==> src/rtl/ntable_arb.sv <==
// Nametable RAM arbiter: the renderer owns the RAM while visible, and queued
// loader writes drain through a 4-entry FIFO only during blanking.
module ntable_arb #(
  parameter int C_MEMW = 8,
  parameter int C_AW   = 10,
  parameter int C_FLOG = 2
) (
  input  logic              clk,
  input  logic              rst,
  input  logic              visible,
  input  logic [C_AW-1:0]   ppu_addr,
  output logic [C_MEMW-1:0] ppu_data,
  input  logic              wr_req,
  input  logic [C_AW-1:0]   wr_addr,
  input  logic [C_MEMW-1:0] wr_data,
  output logic              wr_ack,
  output logic [C_FLOG:0]   fifo_cnt,
  output logic              ovf,
  output logic [C_AW-1:0]   mem_addr,
  output logic              mem_we,
  output logic [C_MEMW-1:0] mem_din,
  input  logic [C_MEMW-1:0] mem_dout
);

  localparam int DEPTH = 1 << C_FLOG;
  localparam logic [C_FLOG:0] FULL = (C_FLOG + 1)'(DEPTH);

  logic [C_AW-1:0]   addr_q [DEPTH];
  logic [C_MEMW-1:0] data_q [DEPTH];
  logic [C_FLOG-1:0] wr_ptr;
  logic [C_FLOG-1:0] rd_ptr;
  logic [C_FLOG:0]   cnt;
  logic              ovf_q;

  logic empty;
  logic full;
  logic pop;
  logic push;

  // Handshake: the loader holds wr_req/wr_addr/wr_data stable until wr_ack;
  // every cycle with wr_ack=1 takes exactly one write. A full FIFO still
  // accepts when an entry retires in the same cycle.
  assign empty = (cnt == '0);
  assign full  = (cnt == FULL);
  assign pop   = !rst && !visible && !empty;
  assign push  = !rst && wr_req && (!full || pop);

  always_ff @(posedge clk) begin
    if (rst) begin
      wr_ptr <= '0;
      rd_ptr <= '0;
      cnt    <= '0;
      ovf_q  <= 1'b0;
    end else begin
      if (push) wr_ptr <= wr_ptr + 1'b1;
      if (pop)  rd_ptr <= rd_ptr + 1'b1;
      case ({push, pop})
        2'b10:   cnt <= cnt + 1'b1;
        2'b01:   cnt <= cnt - 1'b1;
        default: cnt <= cnt;
      endcase
      if (wr_req && !push) ovf_q <= 1'b1;
    end
  end

  // Storage carries no reset; entries are only meaningful below cnt.
  always_ff @(posedge clk) begin
    if (push) begin
      addr_q[wr_ptr] <= wr_addr;
      data_q[wr_ptr] <= wr_data;
    end
  end

  always_comb begin
    mem_we   = pop;
    mem_addr = pop ? addr_q[rd_ptr] : ppu_addr;
    mem_din  = empty ? '0 : data_q[rd_ptr];
  end

  assign wr_ack   = push;
  assign fifo_cnt = cnt;
  assign ovf      = ovf_q;
  assign ppu_data = mem_dout;

endmodule

==> config.mk <==
export PLATFORM = sky130hd
export DESIGN_NAME = ntable_arb
export DESIGN_NICKNAME = d
export VERILOG_FILES = /design/src/rtl/ntable_arb.sv
export SDC_FILE = /design/constraint.sdc
export NUM_CORES = 1
export LEC_CHECK = 0
export BUFFER_PORTS_ARGS = -buffer_cell sky130_fd_sc_hd__buf_2
export CAP_MARGIN = 20
export CORE_MARGIN = 3
export CORE_UTILIZATION = 43
export CTS_CLUSTER_SIZE = 40
export DETAILED_ROUTE_END_ITERATION = 16
export GPL_TIMING_DRIVEN = 0
export HOLD_SLACK_MARGIN = 0.06
export PLACE_DENSITY = 0.69
export SLEW_MARGIN = 10
export SYNTH_ARGS = -nofsm -noshare
export SYNTH_HDL_FRONTEND = slang
export SYNTH_SLANG_ARGS = --single-unit
==> constraint.sdc <==
create_clock -name clk -period 3.7 [get_ports clk]
set_input_delay 0.37 -clock clk [delete_from_list [all_inputs] [get_ports clk]]
set_output_delay 0.37 -clock clk [all_outputs]
set_load 0.02 [all_outputs]
==> reports/qor.txt, run 1 <==
Avg Inst Size Synth: 16.7 sq um
Synth Flop Type: edfxtp_1
Vias/cell: 4.86
Fmax achieved: 0.407 GHz
crit end category: output port
Seq pwr share: 51.8%
Post-Synthesis Cells: 202
clock buffer depth: 2
critical path depth: 6
Placed Area: 0.00382 sq mm
Pwr per Cell Area: 499 mW/mm^2
crit path DAT: 2.09 ns
DRC: 0
largest net degree at the start of global routing: 19
Yosys cell types: 28
max-slew violations: 0
GRT Total Usage: 14.4%
TritonCTS clock tree: built
Clock Power Share: 35.1%
Starting Density: 45.4%
Internal Dissipation: 1.53 mW
family with the most delay on the worst path: buffers and inverters
clk root buf: clkbuf_8
crit path cell chain: clkbuf_1, buf_2, mux4_2, nand2_1, nand2_1, buf_2
WL/cell: 15.7 microns
Setup CP Type: reg -> out
Design Area, Final: 0.00405 sq mm
worst r2r path cells: 3
CTS Hold Bufs: 0
Min-Delay Path Depth: 1
layout cells sized above 1: 41.6%
Final min period: 2.46 ns
Gate power share: 13.1%
antenna violations before repair: 0
max_cap viols: 0
Rows: 31
CTS H-tree lvls: 3
DRT iter0 DRCs: 77
number of instances in the placed design: 364
antenna cells: 0
CP max stage cell: clkbuf_1
Vert. Die Dim: 94.7 microns
static leakage power: 1.53 nW
chip width: 94.7 microns
total grt overflow: 0
Yosys warning count: 0
Sw Pwr: 489 uW
Final period util: 66.4%
number of global-route vias before repair: 1865
Port Buffers: 63
post-CTS setup buffers: 0
fraction of registers with async set/reset: 0%
#FFs+latches synth: 82
worst hold path type: in -> reg
gp weighted congestion: 0.774
Data required, critical path: 3.33 ns
Net Sw Frac: 24.2%
first-pass GRT wire length: 9290 microns
Final Hold Viols: 0
Post-Syn Area: 0.00338 sq mm
Slew @ Worst Pin: 0.997 ns
fin nets: 321
status: completed
I/O pins: 72
Area Growth Syn to Fin: 19.6%
critical path startpoint category: flop
DIE AREA: 0.00897 sq mm
post-DP HPWL: 4010 microns
core area: 0.00745 sq mm
Antenna Nets Post-Route: 0
skew final: 0.0127 ns
final setup vio count: 0
Worst VDD drop: 0.259 mV
Clock transition at path regs: 0.08 ns
number of flops mapped to enable cells by yosys: 72
WL final: 5960 microns
clock buffer count from CTS: 9
CP max stage delay: 0.43 ns
clock latency at the later pin of the worst-skew pair: 0.35 ns
Slew HR: 33.5%
Post-Place Setup Slack: 1.35 ns
Post-Syn Nets: 247
Crit Path Max Fanout: 10
Setup WS post-layout: 1.24 ns
PostCTS Resize Cnt: 0
setup_tns: 0 ns
Critical path buffers and inverters: 3
fin cells: 380
sequential element share of the synthesized area: 69.8%
RSZ-0062 raised after global routing: false
via count: 1845
Pre-antenna DRT Iters: 4
CTS sink cnt: 82
-- layout make-up --
cell class                      count  area, sq um
Buffer                             17          104
Clock buffer                        9          124
Clock inverter                      7          100
Fill cell                         631         3400
Inverter                            7         26.3
Multi-Input combinational cell     96          891
Sequential cell                    82         2360
Tap cell                           99          124
Timing Repair Buffer               63          315
-- cells in the final DEF (no fill, tap or decap), drive strengths merged --
cell and instances:
inv 9, fa 1, buf 77, mux2 2
ha 4, a31oi 1, edfxtp 72, a21o 1
bufinv 2, nor3 2, nor3b 1, clkbuf 12
mux2i 1, or3 2, mux4 18, and2 4
and4bb 1, nor2 10, a21oi 2, a211oi 2
nor4b 1, clkinv 3, dfxtp 10, nor2b 10
nand2 30, xnor2 3
-- Yosys cell counts, types with 3 or more instances --
library cell	n	area (sq um)
buf_4	9	67.6
nand2_1	30	113
mux4_2	18	405
clkbuf_1	3	11.3
buf_2	5	25.0
nor2_1	9	33.8
ha_1	4	50.1
xnor2_1	3	26.3
inv_1	6	22.5
nor2b_1	10	62.6
dfxtp_1	10	200
and2_1	4	25.0
edfxtp_1	72	2160
-- metrics by stage --
| step | total power [mW] | hold WS (ns) | util (%) |
|---|---|---|---|
| final | 2.02 | 0.237 | 54.3 |
| after global routing | 2.10 | 0.222 | 54.3 |
| after CTS | 2.04 | 0.216 | 54.3 |
| after detailed placement | 1.34 | 0.452 | 51.3 |
| after global placement | 1.33 | 0.443 | 51.3 |
| after floorplan | 1.25 | 0.469 | - |
-- per-layer routing --
| metal | global-route usage, % | vias to the layer above | wire length, microns |
|---|---|---|---|
| met1 | 18.0 | 891 | 2410 |
| met5 | 0 | - | 0 |
| met4 | 5.05 | 0 | 56 |
| met3 | 5.34 | 5 | 428 |
| li1 | - | 889 | - |
| met2 | 23.3 | 60 | 3070 |
-- kinds of logic after synthesis --
kind of cell	count (synthesis)	share of synthesized area, %
AO/OA/AOI/OAI	6	1.15
XOR/XNOR	3	0.777
adder cells (fa/ha/maj)	5	2.07
buffers and inverters	24	3.85
flip-flops	82	69.8
multiplexers	21	12.9
AND/OR/NAND/NOR	61	9.39
-- registers in the layout, indices dropped and copies added (netlist names), named ones only --
name      count
wr_ptr        2
addr_q       40
fifo_cnt      3
data_q       32
ovf           1
rd_ptr        2
-- path summary, 6_finish.rpt --
| path | start | endpoint | slack (ns) |
|---|---|---|---|
| min | wr_data[5] | data_q[2][5]$_DFFE_PP_ | 0.24 |
| max reg2reg | fifo_cnt[0]$_SDFFE_PP0P_ | addr_q[1][4]$_DFFE_PP_ | 1.45 |
| min reg2reg | ovf$_SDFFE_PP0P_ | ovf$_SDFFE_PP0P_ | 0.47 |
| max | flop | mem_addr[1] | 1.24 |
-- power by group through the flow --
stage / Combinational, mW / Sequential (mW) / Clock, mW
final: 0.265 / 1.05 / 0.708
after global routing: 0.290 / 1.05 / 0.759
after CTS: 0.271 / 1.05 / 0.725
after detailed placement: 0.270 / 1.07 / 0
after global placement: 0.265 / 1.07 / 0
after floorplan: 0.175 / 1.07 / 0
No activity file was read; power rests on OpenSTA's default activity.
==> run 2: changes to the inputs <==
Settings changed: ABC_AREA from default to 1.
Clock period 3.7 ns to 2.4 ns, I/O delays scaled along.
==> run 2 against run 1 <==
  * Non-clock buffer count rose by 7
  * Synthesized cell count rose by 50%
  * Flip-flop and latch count did not move
  * Count of clock-buffer cells in the layout rose by 1
  * Die area rose by 2.5%
  * Clock skew fell by 0.010 ns
==> reports/qor.txt, run 2 <==
Area Growth Syn to Fin: 20.6%
worst r2r path cells: 7 (+4)
WL met3: 460 microns (+7.5%)
#FFs+latches synth: 82 (unchanged)
DIE AREA: 0.00919 sq mm (+2.5%)
Min-Delay Path Depth: 2 (+1)
Avg Inst Size Synth: 11.4 sq um (-32%)
RSZ-0062 raised after global routing: false
Port Buffers: 63 (unchanged)
Clock transition at path regs: 0.08 ns (about the same)
critical path depth: 6 (unchanged)
post-CTS setup buffers: 0 (unchanged)
worst hold path type: in -> reg
TritonCTS clock tree: built
GRT Total Usage: 16.9% (+2.5 points)
met2 WL post-DR: 3670 microns (+20%)
Starting Density: 44.7% (-0.73 points)
PostCTS Resize Cnt: 0 (unchanged)
gp weighted congestion: 0.799 (+3.2%)
total grt overflow: 0 (unchanged)
Final Hold Viols: 0 (unchanged)
top cells by count, synth: nor2_1, edfxtp_1, o21ai_0
Post-Synthesis Cells: 304 (+50%)
largest net degree at the start of global routing: 14 (-5)
static leakage power: 1.65 nW (+8.4%)
crit path cell chain: buf_4, inv_2, clkbuf_2, o21ai_0, a31oi_1, buf_2
Setup CP Type: reg -> out
antenna cells: 0 (unchanged)
I/O pins: 72 (unchanged)
number of flops mapped to enable cells by yosys: 72 (unchanged)
clock buffer depth: 2 (unchanged)
critical path startpoint category: flop
DRC: 0 (unchanged)
CTS H-tree lvls: 3 (unchanged)
Vias/cell: 4.91 (+1.2%)
setup_tns: 0 ns (unchanged)
first-pass GRT wire length: 11500 microns (+24%)
Most flops, register: addr_q
sequential element share of the synthesized area: 68.0% (-1.8 points)
CTS Hold Bufs: 0 (unchanged)
status: completed
clk root buf: clkbuf_8
Antenna Nets Post-Route: 0 (unchanged)
crit end category: output port
fraction of registers with async set/reset: 0% (unchanged)
most common cell in the netlist: nor2_1
fin cells: 489 (+29%)
CP max stage cell: dfxtp_1
crit path DAT: 1.77 ns (-0.32 ns)
Post-Syn Nets: 349 (+41%)
Pre-antenna DRT Iters: 5 (+1)
final setup vio count: 0 (unchanged)
Data required, critical path: 2.16 ns (-1.17 ns)
antenna violations before repair: 0 (unchanged)
WL/cell: 14.9 microns (-5.3%)
chip width: 95.9 microns (+1.2%)
Post-Place Setup Slack: 0.511 ns (-0.844 ns)
Rows: 32 (+3.2%)
fin nets: 427 (+33%)
Slew HR: 61.4% (+28 points)
core area: 0.00777 sq mm (+4.3%)
max reg flops: 40 (unchanged)
CP max stage delay: 0.30 ns (-0.13 ns)
Critical path buffers and inverters: 4 (+1)
number of instances in the placed design: 473 (+30%)
skew final: 0.00260 ns (-0.0101 ns)
share of the synthesized area in the top cell type: 62.3% (-1.6 points)
max_cap viols: 0 (unchanged)
Fmax achieved: 0.497 GHz
most common cell after layout, fill and taps aside: nor2_1
family with the most delay on the worst path: buffers and inverters
Synth Flop Type: edfxtp_1
Worst VDD drop: 0.355 mV (+37%)
Pwr per Cell Area: 730 mW/mm^2 (+46%)
biggest area consumer among synthesized cells: edfxtp_1
commonest non-fill, non-tap cells in the layout: nor2_1, edfxtp_1, buf_2
post-DP HPWL: 4960 microns (+24%)
clock buffer count from CTS: 9 (unchanged)
max-slew violations: 0 (unchanged)
WL final: 7260 microns (+22%)
Vert. Die Dim: 95.9 microns (+1.2%)
number of global-route vias before repair: 2358 (+26%)
met1 wire length: 3030 microns (+26%)
layout cells sized above 1: 30.2% (-11 points)
Post-Syn Area: 0.00347 sq mm (+2.6%)
DRT iter0 DRCs: 172 (+120%)
Final period util: 83.8%
top sig layer: met4
Final min period: 2.01 ns
Slew @ Worst Pin: 0.578 ns (-0.419 ns)
Setup WS post-layout: 0.389 ns (-0.854 ns)
via count: 2403 (+30%)
Yosys warning count: 0 (unchanged)
Crit Path Max Fanout: 10 (unchanged)
CTS sink cnt: 82 (unchanged)
ranking of synthesized cells by area: edfxtp_1, nor2_1, dfxtp_1
clock latency at the later pin of the worst-skew pair: 0.34 ns (about the same)
Yosys cell types: 23 (-18%)
[run 2: cell count changes after synthesis, moves of 4 or more]
| cell | change |
|---|---|
| mux4_2 | -18 |
| buf_4 | +4 |
| and2_1 | -4 |
| buf_2 | -4 |
| inv_1 | +10 |
| a21oi_1 | +9 |
| nor2b_1 | -10 |
| a31oi_1 | +9 |
| o21ai_0 | +40 |
| nand2_1 | -25 |
| nor2_1 | +87 |
| nand3_1 | +4 |
[run 2: routing by layer]
layer  up-vias  global-route usage (%)
li1       1191                       -
met1      1116                    21.2
met2        87                    28.5
met3         9                    2.97
met4         0                    7.82
met5         -                       0
[run 2: worst register-to-register path, cell delays in order, from the launching register on]
cell	delay [ns]
dfxtp_1	0.38
inv_1	0.11
nand2_4	0.10
nand2_4	0.08
nand3_2	0.09
nand2_4	0.09
nor2_2	0.48
buf_6	0.24
[run 2: final timing paths]
path | from | slack [ns] | to
worst min-delay path | rst | 0.10 | ovf$_SDFFE_PP0P_
worst min register to register | rd_ptr[1]$_SDFFE_PP0N_ | 0.45 | flop
worst max register to register | fifo_cnt[2]$_SDFFE_PP0P_ | 0.54 | addr_q[1][2]$_DFFE_PP_
worst max-delay path | flop | 0.39 | mem_addr[6]
[run 2: power by group]
part	switching (mW)	internal (mW)	total (mW)	leakage [nW]
Sequential	0.0172	1.59	1.61	0.736
Clock	0.476	0.579	1.05	0.104
Combinational	0.257	0.136	0.393	0.814
Total	0.750	2.31	3.06	1.65
[run 2: cells by family after synthesis]
family	count (synthesis)	synth area share, %
DFF	82	68.0
buffers and inverters	40	6.67
adders and majority gates	5	2.02
AOI/OAI and AO/OA	62	9.30
and+or+nand+nor	115	14.0
[run 2: metrics by stage]
stage / hold slack, ns / area (sq um) / utilization, % / power, mW
CTS: 0.0768 / 4190 / 53.9 / 3.09
global placement: 0.430 / 3920 / 50.4 / 2.02
detailed placement: 0.439 / 3980 / 51.2 / 2.04
floorplan: 0.312 / 3470 / - / 1.89
global route: 0.0937 / 4190 / 53.9 / 3.18
finish: 0.102 / 4190 / 53.9 / 3.06
[run 2: layout make-up]
class | count | area, sq um
clock buffer | 10 | 128
inverter | 20 | 80.1
fill | 692 | 3580
buffer | 20 | 151
sequential | 82 | 2360
clock inverter | 6 | 81.3
multi-input combinational | 182 | 888
tap | 102 | 128
timing repair buffer | 67 | 368
==> run 3: changes to the inputs <==
Clock period 2.4 ns to 2.1 ns, I/O delays scaled along.
==> run 3 against run 2 <==
  * Critical endpoint unchanged
  * Register-to-register slack got worse by 0.30 ns
  * Setup slack got worse by 0.26 ns
  * Die area unchanged
  * Design area increased by 1.2%
  * Clock skew increased by 0.0015 ns
  * Via count increased by 0.29%
  * Critical path depth unchanged
  * Final cell count increased by 1.0%
  * Sequential share of layout area decreased by 0.67 points
  * Flip-flop and latch count unchanged
  * Largest cell class unchanged
  * Core utilization increased by 0.64 points
==> reports/qor.txt, run 3 (synthesis results as in run 2) <==
Fmax achieved: 0.508 GHz
gp weighted congestion: 0.799 (unchanged)
Final Hold Viols: 0 (unchanged)
RSZ-0062 raised after global routing: false
DRT iter0 DRCs: 153 (-11%)
CTS H-tree lvls: 3 (unchanged)
Slew @ Worst Pin: 0.575 ns (-0.00335 ns)
max_cap viols: 0 (unchanged)
fin nets: 432 (+1.2%)
core area: 0.00777 sq mm (unchanged)
Design Area, Final: 0.00424 sq mm (+1.2%)
Vert. Die Dim: 95.9 microns (unchanged)
r2r setup slk: 0.24 ns (-0.30 ns)
Setup WS post-layout: 0.133 ns (-0.256 ns)
Slew HR: 61.6% (+0.22 points)
Worst VDD drop: 0.405 mV (+14%)
max reg flops: 40 (unchanged)
clock buffer count from CTS: 9 (unchanged)
clock buffer depth: 2 (unchanged)
clk root buf: clkbuf_8
Most flops, register: addr_q
Area Growth Syn to Fin: 22.0%
Post-Place Setup Slack: 0.217 ns (-0.294 ns)
chip width: 95.9 microns (unchanged)
DRC: 0 (unchanged)
Port Buffers: 63 (unchanged)
hold_sp: wr_addr[7]
most common cell after layout, fill and taps aside: nor2_1
Design Power: 3.51 mW (+15%)
Final period util: 93.6%
Hold WS: 0.0796 ns (-0.0224 ns)
layout cells sized above 1: 29.8% (-0.39 points)
skew final: 0.00407 ns (+0.00147 ns)
crit end category: output port
DIE AREA: 0.00919 sq mm (unchanged)
Vias/cell: 4.88 (-0.72%)
Placed Area: 0.00398 sq mm (unchanged)
worst hold path type: in -> reg
critical path startpoint category: flop
antenna cells: 0 (unchanged)
CTS sink cnt: 82 (unchanged)
max-slew violations: 0 (unchanged)
Antenna Nets Post-Route: 0 (unchanged)
Data required, critical path: 1.89 ns (-0.27 ns)
Starting Density: 44.7% (unchanged)
crit path DAT: 1.76 ns (about the same)
Rows: 32 (unchanged)
Crit Reg-Reg Endpoint: addr_q[1][2]$_DFFE_PP_
first-pass GRT wire length: 11500 microns (+0.54%)
largest net degree at the start of global routing: 14 (unchanged)
commonest non-fill, non-tap cells in the layout: nor2_1, edfxtp_1, buf_2
via count: 2410 (+0.29%)
status: completed
antenna violations before repair: 0 (unchanged)
I/O pins: 72 (unchanged)
Final min period: 1.97 ns
Clock transition at path regs: 0.08 ns (about the same)
Pwr per Cell Area: 828 mW/mm^2 (+13%)
post-CTS setup buffers: 0 (unchanged)
WL/cell: 14.8 microns (-0.36%)
static leakage power: 1.67 nW (+1.2%)
clock latency at the later pin of the worst-skew pair: 0.34 ns (about the same)
total grt overflow: 0 (unchanged)
worst r2r path cells: 7 (unchanged)
Crit Path Max Fanout: 10 (unchanged)
TritonCTS clock tree: built
final setup vio count: 0 (unchanged)
GRT Total Usage: 17.0% (+0.067 points)
post-DP HPWL: 4960 microns (unchanged)
Pre-antenna DRT Iters: 4 (-1)
Critical R2R Launch: fifo_cnt[2]$_SDFFE_PP0P_
number of global-route vias before repair: 2373 (+0.64%)
Setup CP Type: reg -> out
crit path capture: mem_addr[6]
WL final: 7310 microns (+0.66%)
-- run 3: changes by cell type in the layout (fill, tap and decap cells not counted), sizes merged --
cell	previous run	this run
dlygate4sd3	0	5
clkbuf	13	12
buf	84	85
-- run 3: worst max-delay path, cell delays in order, from the launching register on --
cell     delay, ns
dfxtp_1       0.30
buf_4         0.16
inv_2         0.14
buf_2         0.26
o21ai_0       0.12
a31oi_1       0.22
buf_2         0.20
-- run 3: worst min path at each step --
stage	slack (ns)	cells past startpoint	endpoint
after global routing	0.07	1	data_q[2][1]$_DFFE_PP_
after floorplan	0.28	1	ovf$_SDFFE_PP0P_
final	0.08	1	addr_q[2][7]$_DFFE_PP_
after detailed placement	0.43	1	data_q[2][6]$_DFFE_PP_
after global placement	0.42	1	data_q[2][6]$_DFFE_PP_
after CTS	0.07	1	addr_q[1][4]$_DFFE_PP_
-- run 3: timing repair --
action                                 CTS  global route
resized for setup                        0             1
endpoints found under the hold margin   17             0
setup endpoints to repair                0             1
hold buffers                             5             0
-- run 3: final cells by class --
class | count | area (sq um)
Clock inverter | 6 | 81.3
Buffer | 20 | 151
Inverter | 20 | 80.1
Tap cell | 102 | 128
Timing Repair Buffer | 72 | 418
Multi-Input combinational cell | 182 | 888
Sequential cell | 82 | 2360
Clock buffer | 10 | 128
Fill cell | 689 | 3530
-- run 3: routing by layer --
layer / vias up / global-route usage (%) / wire length [microns]
li1: 1202 / - / -
met1: 1129 / 21.2 / 3120
met2: 74 / 28.8 / 3640
met3: 5 / 2.97 / 497
met4: 0 / 7.82 / 59
met5: - / 0 / 0
-- run 3: where the power goes --
group          switching, mW  internal, mW  leakage [nW]
Clock                  0.549         0.662         0.104
Sequential            0.0196          1.82         0.736
Combinational          0.294         0.162         0.834
Total                  0.862          2.64          1.67
-- run 3: metrics by stage --
step	setup TNS, ns	util, %	std cells
floorplan	-2.13	-	304
global placement	-32.21	50.4	469
detailed placement	0	51.2	473
CTS	0	54.5	494
global route	0	54.5	494
finish	0	54.5	494
